## src/rtl/mem_access_arbiter_pkg.sv

```systemverilog
// Shared types and constants for the instruction-fetch / load-store memory arbiter.
package mem_access_arbiter_pkg;

    typedef enum logic [1:0] {
        StIdle    = 2'd0,
        StAccess  = 2'd1,
        StRelease = 2'd2
    } arb_state_e;

    localparam logic [5:0] OP_LW = 6'b100011;
    localparam logic [5:0] OP_LH = 6'b100001;
    localparam logic [5:0] OP_LB = 6'b100000;
    localparam logic [5:0] OP_SW = 6'b101011;
    localparam logic [5:0] OP_SH = 6'b101001;
    localparam logic [5:0] OP_SB = 6'b101000;

    localparam logic [5:0] FETCH_OP = 6'b100011;

    localparam int unsigned DEFAULT_TIMEOUT = 15;

    // A load/store command is legal only when the opcode class matches the write enable.
    function automatic logic ls_cmd_legal(input logic [5:0] op, input logic we);
        logic is_load;
        logic is_store;
        is_load  = (op == OP_LW) || (op == OP_LH) || (op == OP_LB);
        is_store = (op == OP_SW) || (op == OP_SH) || (op == OP_SB);
        return we ? is_store : is_load;
    endfunction

endpackage

```

## src/rtl/access_timer.sv

```systemverilog
// Counts ACCESS-state cycles; flags the first cycle and the cycle on which the budget runs out.
module access_timer
    import mem_access_arbiter_pkg::*;
#(
    parameter int unsigned TIMEOUT = DEFAULT_TIMEOUT
) (
    input  logic Clk,
    input  logic Clr,
    input  logic clear,
    input  logic enable,
    output logic first,
    output logic expired
);

    localparam int unsigned CntW = (TIMEOUT < 2) ? 1 : $clog2(TIMEOUT);
    localparam logic [CntW-1:0] LastCnt = CntW'(TIMEOUT - 1);

    logic [CntW-1:0] count_q;
    logic [CntW-1:0] count_d;

    always_comb begin
        count_d = count_q;
        if (clear) begin
            count_d = '0;
        end else if (enable && !expired) begin
            count_d = count_q + CntW'(1);
        end
    end

    always_ff @(posedge Clk or negedge Clr) begin
        if (!Clr) begin
            count_q <= '0;
        end else begin
            count_q <= count_d;
        end
    end

    assign first   = (count_q == '0);
    // Expires on the TIMEOUT-th ACCESS cycle, counting the first as number one.
    assign expired = (count_q == LastCnt);

endmodule

```

## src/rtl/mem_access_arbiter.sv

```systemverilog
// Round-robin arbiter granting one of fetch or load/store access to a single-port RAM,
// with command holding registers, stale-MOC filtering and an access timeout.
module mem_access_arbiter
    import mem_access_arbiter_pkg::*;
#(
    parameter int unsigned TIMEOUT = DEFAULT_TIMEOUT
) (
    input  logic        Clk,
    input  logic        Clr,

    input  logic        if_req,
    input  logic [31:0] if_addr,
    output logic        if_gnt,
    output logic        if_done,
    output logic [31:0] if_rdata,

    input  logic        ls_req,
    input  logic        ls_we,
    input  logic [5:0]  ls_op,
    input  logic [31:0] ls_addr,
    input  logic [31:0] ls_wdata,
    output logic        ls_gnt,
    output logic        ls_done,
    output logic [31:0] ls_rdata,

    output logic        MOV,
    output logic        RW,
    output logic [5:0]  mem_op,
    output logic [31:0] mem_addr,
    output logic [31:0] mem_wdata,
    input  logic        MOC,
    input  logic [31:0] mem_rdata,

    output logic        busy,
    output logic        err
);

    arb_state_e  state_q;
    logic        prio_ls_q;
    logic        owner_ls_q;
    logic        hold_rw_q;
    logic [5:0]  hold_op_q;
    logic [31:0] hold_addr_q;
    logic [31:0] hold_wdata_q;
    logic [31:0] if_rdata_q;
    logic [31:0] ls_rdata_q;
    logic        if_done_q;
    logic        ls_done_q;
    logic        err_q;
    logic        busy_q;
    logic        mov_q;

    logic        grant;
    logic        pick_ls;
    logic        ls_legal;
    logic        tmr_first;
    logic        tmr_expired;
    logic        moc_ok;
    logic        finish;
    logic [31:0] rel_rdata;

    access_timer #(
        .TIMEOUT (TIMEOUT)
    ) u_access_timer (
        .Clk     (Clk),
        .Clr     (Clr),
        .clear   (state_q != StAccess),
        .enable  (state_q == StAccess),
        .first   (tmr_first),
        .expired (tmr_expired)
    );

    always_comb begin
        // ls wins a tie when the priority bit points at it; otherwise whoever asks alone.
        pick_ls   = ls_req && (!if_req || prio_ls_q);
        grant     = (state_q == StIdle) && (if_req || ls_req);
        ls_legal  = ls_cmd_legal(ls_op, ls_we);
        // A MOC still high from the previous access is not trusted in the first cycle.
        moc_ok    = MOC && !tmr_first;
        finish    = (state_q == StAccess) && (moc_ok || tmr_expired);
        rel_rdata = (moc_ok && hold_rw_q) ? mem_rdata : 32'h0;
    end

    always_ff @(posedge Clk or negedge Clr) begin
        if (!Clr) begin
            state_q      <= StIdle;
            prio_ls_q    <= 1'b1;
            owner_ls_q   <= 1'b0;
            hold_rw_q    <= 1'b1;
            hold_op_q    <= 6'h0;
            hold_addr_q  <= 32'h0;
            hold_wdata_q <= 32'h0;
            if_rdata_q   <= 32'h0;
            ls_rdata_q   <= 32'h0;
            if_done_q    <= 1'b0;
            ls_done_q    <= 1'b0;
            err_q        <= 1'b0;
            busy_q       <= 1'b0;
            mov_q        <= 1'b0;
        end else begin
            if_done_q <= 1'b0;
            ls_done_q <= 1'b0;
            err_q     <= 1'b0;
            unique case (state_q)
                StIdle: begin
                    if (grant) begin
                        owner_ls_q <= pick_ls;
                        prio_ls_q  <= !pick_ls;
                        busy_q     <= 1'b1;
                        if (pick_ls) begin
                            hold_rw_q    <= !ls_we;
                            hold_op_q    <= ls_op;
                            hold_addr_q  <= ls_addr;
                            hold_wdata_q <= ls_we ? ls_wdata : 32'h0;
                            if (ls_legal) begin
                                state_q <= StAccess;
                                mov_q   <= 1'b1;
                            end else begin
                                state_q    <= StRelease;
                                ls_done_q  <= 1'b1;
                                err_q      <= 1'b1;
                                ls_rdata_q <= 32'h0;
                            end
                        end else begin
                            hold_rw_q    <= 1'b1;
                            hold_op_q    <= FETCH_OP;
                            hold_addr_q  <= if_addr;
                            hold_wdata_q <= 32'h0;
                            state_q      <= StAccess;
                            mov_q        <= 1'b1;
                        end
                    end
                end
                StAccess: begin
                    if (finish) begin
                        state_q <= StRelease;
                        mov_q   <= 1'b0;
                        err_q   <= !moc_ok;
                        if (owner_ls_q) begin
                            ls_done_q  <= 1'b1;
                            ls_rdata_q <= rel_rdata;
                        end else begin
                            if_done_q  <= 1'b1;
                            if_rdata_q <= rel_rdata;
                        end
                    end
                end
                StRelease: begin
                    state_q <= StIdle;
                    busy_q  <= 1'b0;
                end
                default: begin
                    state_q <= StIdle;
                    busy_q  <= 1'b0;
                    mov_q   <= 1'b0;
                end
            endcase
        end
    end

    assign if_gnt    = grant && !pick_ls;
    assign ls_gnt    = grant && pick_ls;
    assign if_done   = if_done_q;
    assign ls_done   = ls_done_q;
    assign if_rdata  = if_rdata_q;
    assign ls_rdata  = ls_rdata_q;
    assign MOV       = mov_q;
    assign RW        = hold_rw_q;
    assign mem_op    = hold_op_q;
    assign mem_addr  = hold_addr_q;
    assign mem_wdata = hold_wdata_q;
    assign busy      = busy_q;
    assign err       = err_q;

endmodule

```

## config.mk

```make
export PLATFORM = sky130hd
export DESIGN_NAME = mem_access_arbiter
export DESIGN_NICKNAME = d
export VERILOG_FILES = /design/src/rtl/mem_access_arbiter_pkg.sv /design/src/rtl/access_timer.sv /design/src/rtl/mem_access_arbiter.sv
export SDC_FILE = /design/constraint.sdc
export NUM_CORES = 1
export LEC_CHECK = 0
export ABC_AREA = 0
export ABC_CLOCK_PERIOD_IN_PS = 3100
export BUFFER_PORTS_ARGS = -buffer_cell sky130_fd_sc_hd__buf_2
export CELL_PAD_IN_SITES_DETAIL_PLACEMENT = 0
export CELL_PAD_IN_SITES_GLOBAL_PLACEMENT = 1
export CORE_ASPECT_RATIO = 0.6
export CORE_MARGIN = 4
export CORE_UTILIZATION = 38
export CTS_BUF_LIST = sky130_fd_sc_hd__clkbuf_8
export CTS_CLUSTER_SIZE = 16
export DETAILED_ROUTE_END_ITERATION = 12
export GPL_TIMING_DRIVEN = 0
export PLACE_DENSITY = 0.9
export SLEW_MARGIN = 30
export SYNTH_ARGS = -nofsm -noshare
export SYNTH_HDL_FRONTEND = slang
export SYNTH_SLANG_ARGS = --single-unit
```

## constraint.sdc

```tcl
create_clock -name Clk -period 3.1 [get_ports Clk]
set_input_delay 0 -clock Clk [delete_from_list [all_inputs] [get_ports Clk]]
set_output_delay 0 -clock Clk [all_outputs]
set_load 0.005 [all_outputs]
```

==> impl_metrics.tcl, run 1 <==
set metrics [dict create \
    status "finished clean" \
    powerDensity_mw_per_mm2 825.1 \
    holdPathStages 5 \
    r2r_cells 8 \
    slew_headroom 0.5963 \
    core_area_sq_mm 0.01451 \
    period_share 0.7589 \
    overflow 0 \
    async_reset_ff_frac 1.000 \
    tightest_slew_ns 0.6056 \
    yosysMostFrequentCell "dfrtp_1" \
    swShare 0.3274 \
    rsz0062_at_grt "false" \
    startpoint_type "flop" \
    viasPerCell 5.100 \
    synth_enable_flop_cells 0 \
    clkSlewWorstSetupHoldPaths_ns 0.08 \
    cts_sinks 148 \
    synth_cell_type_count 39 \
    wl_per_cell_um 17.44 \
    peakVddDrop_mv 0.4024 \
    pin_count 282 \
    drive_gt1_frac 0.3829 \
    clkPwrFrac 0.216 \
    worst_skew_pair.late_latency_ns 0.42 \
    antenna_left 0 \
    ctsHtreeMaxLevel 4 \
    wl_met1_um 7912 \
    cts_buffers 17 \
    routed_wl_um 18940 \
    synth.cell_area_sq_mm 0.005632 \
    cts_resized 0 \
    syn-num-nets 581 \
    finalHoldViolations 0 \
    regToRegStartpoint "prio_ls_q" \
    vias 5539 \
    grt_pass1_vias 5681 \
    cts_tree "built" \
    finalSetupViolCount 0 \
    tns_ns 0 \
    ys.flop_type "dfrtp_1" \
    clockBufferDepth 2 \
    maxCapViolations 0 \
    end_kind "flop" \
    ys_seq_area_frac 0.6581 \
    start_util 0.3882 \
    place_hpwl_um 12460 \
    drt_iter0_markers 369 \
    syn_area_per_cell_sq_um 12.86 \
    yosysWarnings 0 \
    synthesis.instances 438 \
    hold_start "ls_req" \
    dieWidth_um 165.2 \
    max_clock_freq_mhz 425.1 \
    root_buffer "clkbuf_8" \
    syn_to_final_growth_pct 62.23 \
    num_rows 34 \
    cts_setup_buffers 0 \
    num_antenna_cells 0 \
    place_inst 918 \
    grt_pass1_wl_um 29090 \
    p_seq_frac 0.400 \
    yosys.area.top_type_share 0.6487 \
    dr_wl_met2_um 9202 \
    drv_slew 0 \
    worstHoldPathType "in -> reg" \
    yosysTopAreaCell "dfrtp_1" \
    required_ns 3.45 \
    finClkSkew_ns 0.01202 \
    dr.pass1.iters 5 \
    reg2reg_to "mem_addr[26]" \
    io_buffers 281 \
    power.internal_mw 5.070 \
    gp_congestion 0.7964 \
    drc 0 \
    p_comb_frac 0.384 \
    grt_max_degree 81 \
    finalNonFillerCells 1086 \
    leakagePower_nw 4.898 \
    ys_seq_elements 148 \
    critPathKind "reg -> reg" \
    highest_layer "met5" \
    die_area_sq_mm 0.01690 \
    arrival_ns 2.71 \
    chipHeight_um 102.3 \
    worst-r2r-setup-slack_ns 0.75 \
    synth_area_leaders "dfrtp_1 65%, a22o_1 16%, nand2_1 4.7%, a22oi_1 4.3%, buf_2 0.98%" \
    met3WireLength_um 1422 \
    crit_fanout 10 \
    ys_top_cells_by_count "146 x dfrtp_1, 100 x a22o_1, 70 x nand2_1" \
    whs_endpoint "owner_ls_q" \
    final.min_clock_period_ns 2.353 \
    fin_nets 1020 \
    grt.total_usage 0.2197 \
    power.switching_mw 2.468 \
    antenna_found_initial 1 \
]
[cells by family (layout without fill, tap and decap cells)]
family	after synthesis	after routing	synth area share
flip-flops	148	148	0.6581
AND/OR/NAND/NOR	93	93	0.06976
adder cells (fa/ha/maj)	3	3	0.006666
buffers and inverters	38	488	0.03577
XOR/XNOR	2	2	0.003111
multiplexers	1	1	0.001777
AO/OA/AOI/OAI	153	153	0.2248
[worst max path at each step]
stage                         startpoint           end  cells past startpoint  slack, ns
2_1_floorplan  u_access_timer.count_q[0]  if_rdata[10]                      7       1.44
3_3_place_gp                         Clr  mem_addr[18]                      1       0.06
3_5_place_dp   u_access_timer.count_q[0]  if_rdata[29]                      7       1.10
4_1_cts                       state_q[1]   mem_addr[9]                      6       0.72
5_1_grt                        prio_ls_q  mem_addr[27]                      8       0.55
6_report                       prio_ls_q  mem_addr[26]                      8       0.75
[state kept, by name, summed over array words and instances, names as in the netlist, 2 cells and up]
name,count
if_rdata,32
ls_rdata,32
mem_addr,32
mem_op,6
mem_wdata,32
state_q,2
u_access_timer.count_q,4
[power groups by stage]
stage / clock, mW / sequential [mW] / combinational (mW)
after floorplan: 0 / 3.05 / 1.17
after global placement: 0 / 3.00 / 2.32
after detailed placement: 0 / 3.02 / 2.40
after CTS: 1.67 / 3.00 / 2.86
after global routing: 1.75 / 3.08 / 3.19
final: 1.63 / 3.02 / 2.90
[per-stage QoR]
| step | instance area, sq um | util | total power [mW] | hold WS (ns) | setup WS [ns] |
|---|---|---|---|---|---|
| 2_1_floorplan | 5632 | - | 4.225 | -0.2956 | 1.442 |
| 3_3_place_gp | 7286 | 0.5022 | 5.312 | 0.1897 | 0.06239 |
| 3_5_place_dp | 7323 | 0.5048 | 5.418 | 0.02458 | 1.103 |
| 4_1_cts | 9133 | 0.6296 | 7.534 | 0.002655 | 0.7244 |
| 5_1_grt | 9136 | 0.6298 | 8.026 | 0.07952 | 0.5503 |
| 6_report | 9136 | 0.6298 | 7.538 | 0.05587 | 0.7473 |
[cell type report]
| class | instances | area [sq um] |
|---|---|---|
| flip-flops and latches | 148 | 3706 |
| clock inverters | 12 | 180.2 |
| fillers | 1094 | 5370 |
| clock buffers | 18 | 247.7 |
| inverters | 8 | 30.03 |
| well taps | 198 | 247.7 |
| repair buffers | 420 | 2825 |
| multi-input cells | 252 | 1728 |
| plain buffers | 30 | 171.4 |
[routing by layer]
| layer | track usage | up-vias |
|---|---|---|
| met1 | 0.2846 | 2743 |
| met4 | 0.06965 | 2 |
| met2 | 0.3681 | 274 |
| met5 | 0 | - |
| li1 | - | 2483 |
| met3 | 0.05441 | 37 |
[timing repair]
action / 4_1_cts / 5_1_grt
hold buffers: 138 / 0
endpoints found under the setup margin: 0 / 0
endpoints found under the hold margin: 216 / 0
[cell usage in the layout, fill, tap and decap left out, types with 2 or more instances in the layout]
cell	n
bufinv_16	4
nor2_1	6
dlygate4sd3_1	138
buf_4	4
dfrtp_1	146
xnor2_1	2
clkinv_2	2
nand3_1	4
o21ai_0	3
a31oi_1	2
nand2_1	70
a22o_1	100
clkinvlp_4	2
ha_1	3
clkbuf_8	18
nand2b_1	3
clkinv_4	2
clkbuf_1	10
a22oi_1	32
dfstp_2	2
nor3b_1	2
buf_2	291
a21oi_1	4
inv_6	2
buf_6	4
and2_1	2
o22a_1	3
inv_1	7
[worst max-delay path, cell delays in order, from the launching register on]
cell	delay, ns
dfstp_2	0.52
inv_1	0.06
a21oi_1	0.27
nand2_2	0.15
inv_2	0.12
clkbuf_1	0.43
nand2_1	0.12
nand2_1	0.08
dlygate4sd3_1	0.55
Power figures use the tool's default switching activity.
==> inputs of run 2 (changes only) <==
--- a/config.mk
+++ b/config.mk
@@ -6,18 +6,18 @@
 export NUM_CORES = 1
 export LEC_CHECK = 0
 export ABC_AREA = 0
-export ABC_CLOCK_PERIOD_IN_PS = 3100
+export ABC_CLOCK_PERIOD_IN_PS = 2200
 export BUFFER_PORTS_ARGS = -buffer_cell sky130_fd_sc_hd__buf_2
 export CELL_PAD_IN_SITES_DETAIL_PLACEMENT = 0
 export CELL_PAD_IN_SITES_GLOBAL_PLACEMENT = 1
 export CORE_ASPECT_RATIO = 0.6
 export CORE_MARGIN = 4
-export CORE_UTILIZATION = 38
+export CORE_UTILIZATION = 36
 export CTS_BUF_LIST = sky130_fd_sc_hd__clkbuf_8
 export CTS_CLUSTER_SIZE = 16
 export DETAILED_ROUTE_END_ITERATION = 12
 export GPL_TIMING_DRIVEN = 0
-export PLACE_DENSITY = 0.9
+export PLACE_DENSITY = 0.86
 export SLEW_MARGIN = 30
 export SYNTH_ARGS = -nofsm -noshare
 export SYNTH_HDL_FRONTEND = slang
==> constraint.sdc (replaced) <==
create_clock -name Clk -period 2.2 [get_ports Clk]
set_input_delay 0 -clock Clk [delete_from_list [all_inputs] [get_ports Clk]]
set_output_delay 0 -clock Clk [all_outputs]
set_load 0.005 [all_outputs]
==> run 2 against run 1 <==
Net effect:
- flip-flop and latch count stayed put
- non-clock buffer count is 1 lower
- combinational power is 26% higher
- critical path type unchanged
- critical endpoint is now if_rdata[8]
- largest cell class unchanged
- highest routed layer is now met4
==> impl_metrics.tcl, run 2 (synthesis results as in run 1) <==
set metrics [dict create \
    antenna_left 0 \
    end_kind "flop" \
    core_area_sq_mm 0.01533 \
    cts_setup_buffers 0 \
    syn_to_final_growth_pct 62.43 \
    drv_slew 0 \
    drc 0 \
    dr.pass1.iters 5 \
    p_total_mw 10.17 \
    routed_wl_um 19420 \
    critPathMaxStageDelay_ns 0.44 \
    cts_sinks 148 \
    final_cell_mix "291 x buf_2, 146 x dfrtp_1, 138 x dlygate4sd3_1, 100 x a22o_1, 70 x nand2_1" \
    powerDensity_mw_per_mm2 1112 \
    slew_headroom 0.3979 \
    vias 5558 \
    ctsHtreeMaxLevel 4 \
    fin_nets 1019 \
    viasPerCell 5.090 \
    path_delay_family "compound AO/OA/AOI/OAI gates" \
    gp_congestion 0.8913 \
    max_clock_freq_mhz 492.2 \
    crit_fanout 10 \
    layout_commonest_cell "buf_2" \
    path_buf_inv 2 \
    drt_iter0_markers 358 \
    chipHeight_um 104.9 \
    wl_per_cell_um 17.78 \
    clkSlewWorstSetupHoldPaths_ns 0.10 \
    leakagePower_nw 4.881 \
    die_area_sq_mm 0.01777 \
    cts_tree "built" \
    grt_pass1_vias 5998 \
    grt_max_degree 83 \
    clockBufferDepth 2 \
    grt_pass1_wl_um 31140 \
    arrival_ns 2.41 \
    num_rows 35 \
    cp_common_cell "a22o_1" \
    pin_count 282 \
    peakVddDrop_mv 0.4864 \
    status "finished clean" \
    cpMaxStageDelayCell "dfrtp_1" \
    place_hpwl_um 13010 \
    required_ns 2.58 \
    rsz0062_at_grt "false" \
    worstPathCellList "inv_1 -> ha_1 -> a21o_1 -> a22o_1 -> nand2_1 -> buf_2 -> a22o_1" \
    critPathKind "reg -> reg" \
    dieWidth_um 169.5 \
    tightest_slew_ns 0.9031 \
    period_share 0.9234 \
    startpoint_type "flop" \
    grt.total_usage 0.2175 \
    overflow 0 \
    cts_buffers 17 \
    tns_ns 0 \
    root_buffer "clkbuf_8" \
    finClkSkew_ns 0.02158 \
    final.min_clock_period_ns 2.032 \
    finalSetupViolCount 0 \
    start_util 0.3674 \
    maxCapViolations 0 \
    post-route-util 0.5968 \
    antenna_found_initial 0 \
    io_buffers 281 \
    worst_skew_pair.late_latency_ns 0.43 \
    worstHoldPathType "in -> reg" \
    nFillCells 1256 \
    num_antenna_cells 0 \
    finalHoldViolations 0 \
    drive_gt1_frac 0.3870 \
]
-- run 2: cell count changes in the layout (fill, tap and decap cells not counted) --
cell / before / now
clkinv_8: 0 / 2
clkinv_2: 2 / 0
clkbuf_2: 0 / 2
clkinvlp_4: 2 / 1
inv_6: 2 / 4
bufinv_16: 4 / 2
clkbuf_1: 10 / 7
inv_8: 0 / 3
-- run 2: where the power goes --
part           internal (mW)  switching, mW
registers               3.67          0.593
logic                   1.85           1.79
clock network           1.10           1.17
-- run 2: path summary, 6_finish.rpt --
check	to	start	cells after the start	slack, ns
max reg2reg	if_rdata[8]	u_access_timer.count_q[0]	7	0.17
max in group asynchronous	prio_ls_q	Clr	3	1.25
min reg2reg	mem_wdata[0]	mem_wdata[0]	1	0.51
min in group asynchronous	if_rdata[25]	Clr	2	0.15
min	owner_ls_q	ls_req	5	0.04
max	if_rdata[8]	u_access_timer.count_q[0]	7	0.17
-- run 2: cell type report --
cell class,count,area (sq um),share of cell area
Sequential cell,148,3706,0.4051
Timing Repair Buffer,420,2825,0.3088
Multi-Input combinational cell,252,1728,0.1889
Tap cell,203,254.0,0.02777
Clock buffer,18,247.7,0.02708
Clock inverter,14,186.4,0.02038
Buffer,29,170.2,0.01860
Inverter,8,30.03,0.003283
-- run 2: worst register-to-register path, stage by stage (launching register included) --
cell	delay, ns
dfrtp_1	0.44
inv_1	0.10
ha_1	0.25
a21o_1	0.21
a22o_1	0.27
nand2_1	0.21
buf_2	0.30
a22o_1	0.20
-- run 2: layer usage --
metal / up-vias / routed length (um) / global-route usage / share of wire
met1: 2764 / 8088 / 0.2780 / 0.42
li1: 2488 / - / - / -
met5: - / 0 / 0 / 0
met3: 59 / 1224 / 0.05142 / 0.063
met4: 0 / 660 / 0.09190 / 0.034
met2: 247 / 9445 / 0.3557 / 0.49
-- run 2: timing repair --
| item | 4_1_cts | 5_1_grt |
|---|---|---|
| hold buffers | 138 | 0 |
| setup endpoints to repair | 0 | 5 |
| gates resized for setup | 0 | 4 |
| hold endpoints to repair | 218 | 0 |
-- run 2: stage by stage --
stage | hold WS, ns | cell area, sq um | instances | worst slack (ns)
after floorplan | -0.2956 | 5632 | 438 | 0.5415
after global placement | 0.1900 | 7292 | 922 | -0.8784
after detailed placement | 0.03944 | 7333 | 923 | 0.2091
after CTS | 0.01909 | 9149 | 1093 | 0.03826
after global routing | 0.04809 | 9148 | 1092 | 0.01003
final | 0.04482 | 9148 | 1092 | 0.1685
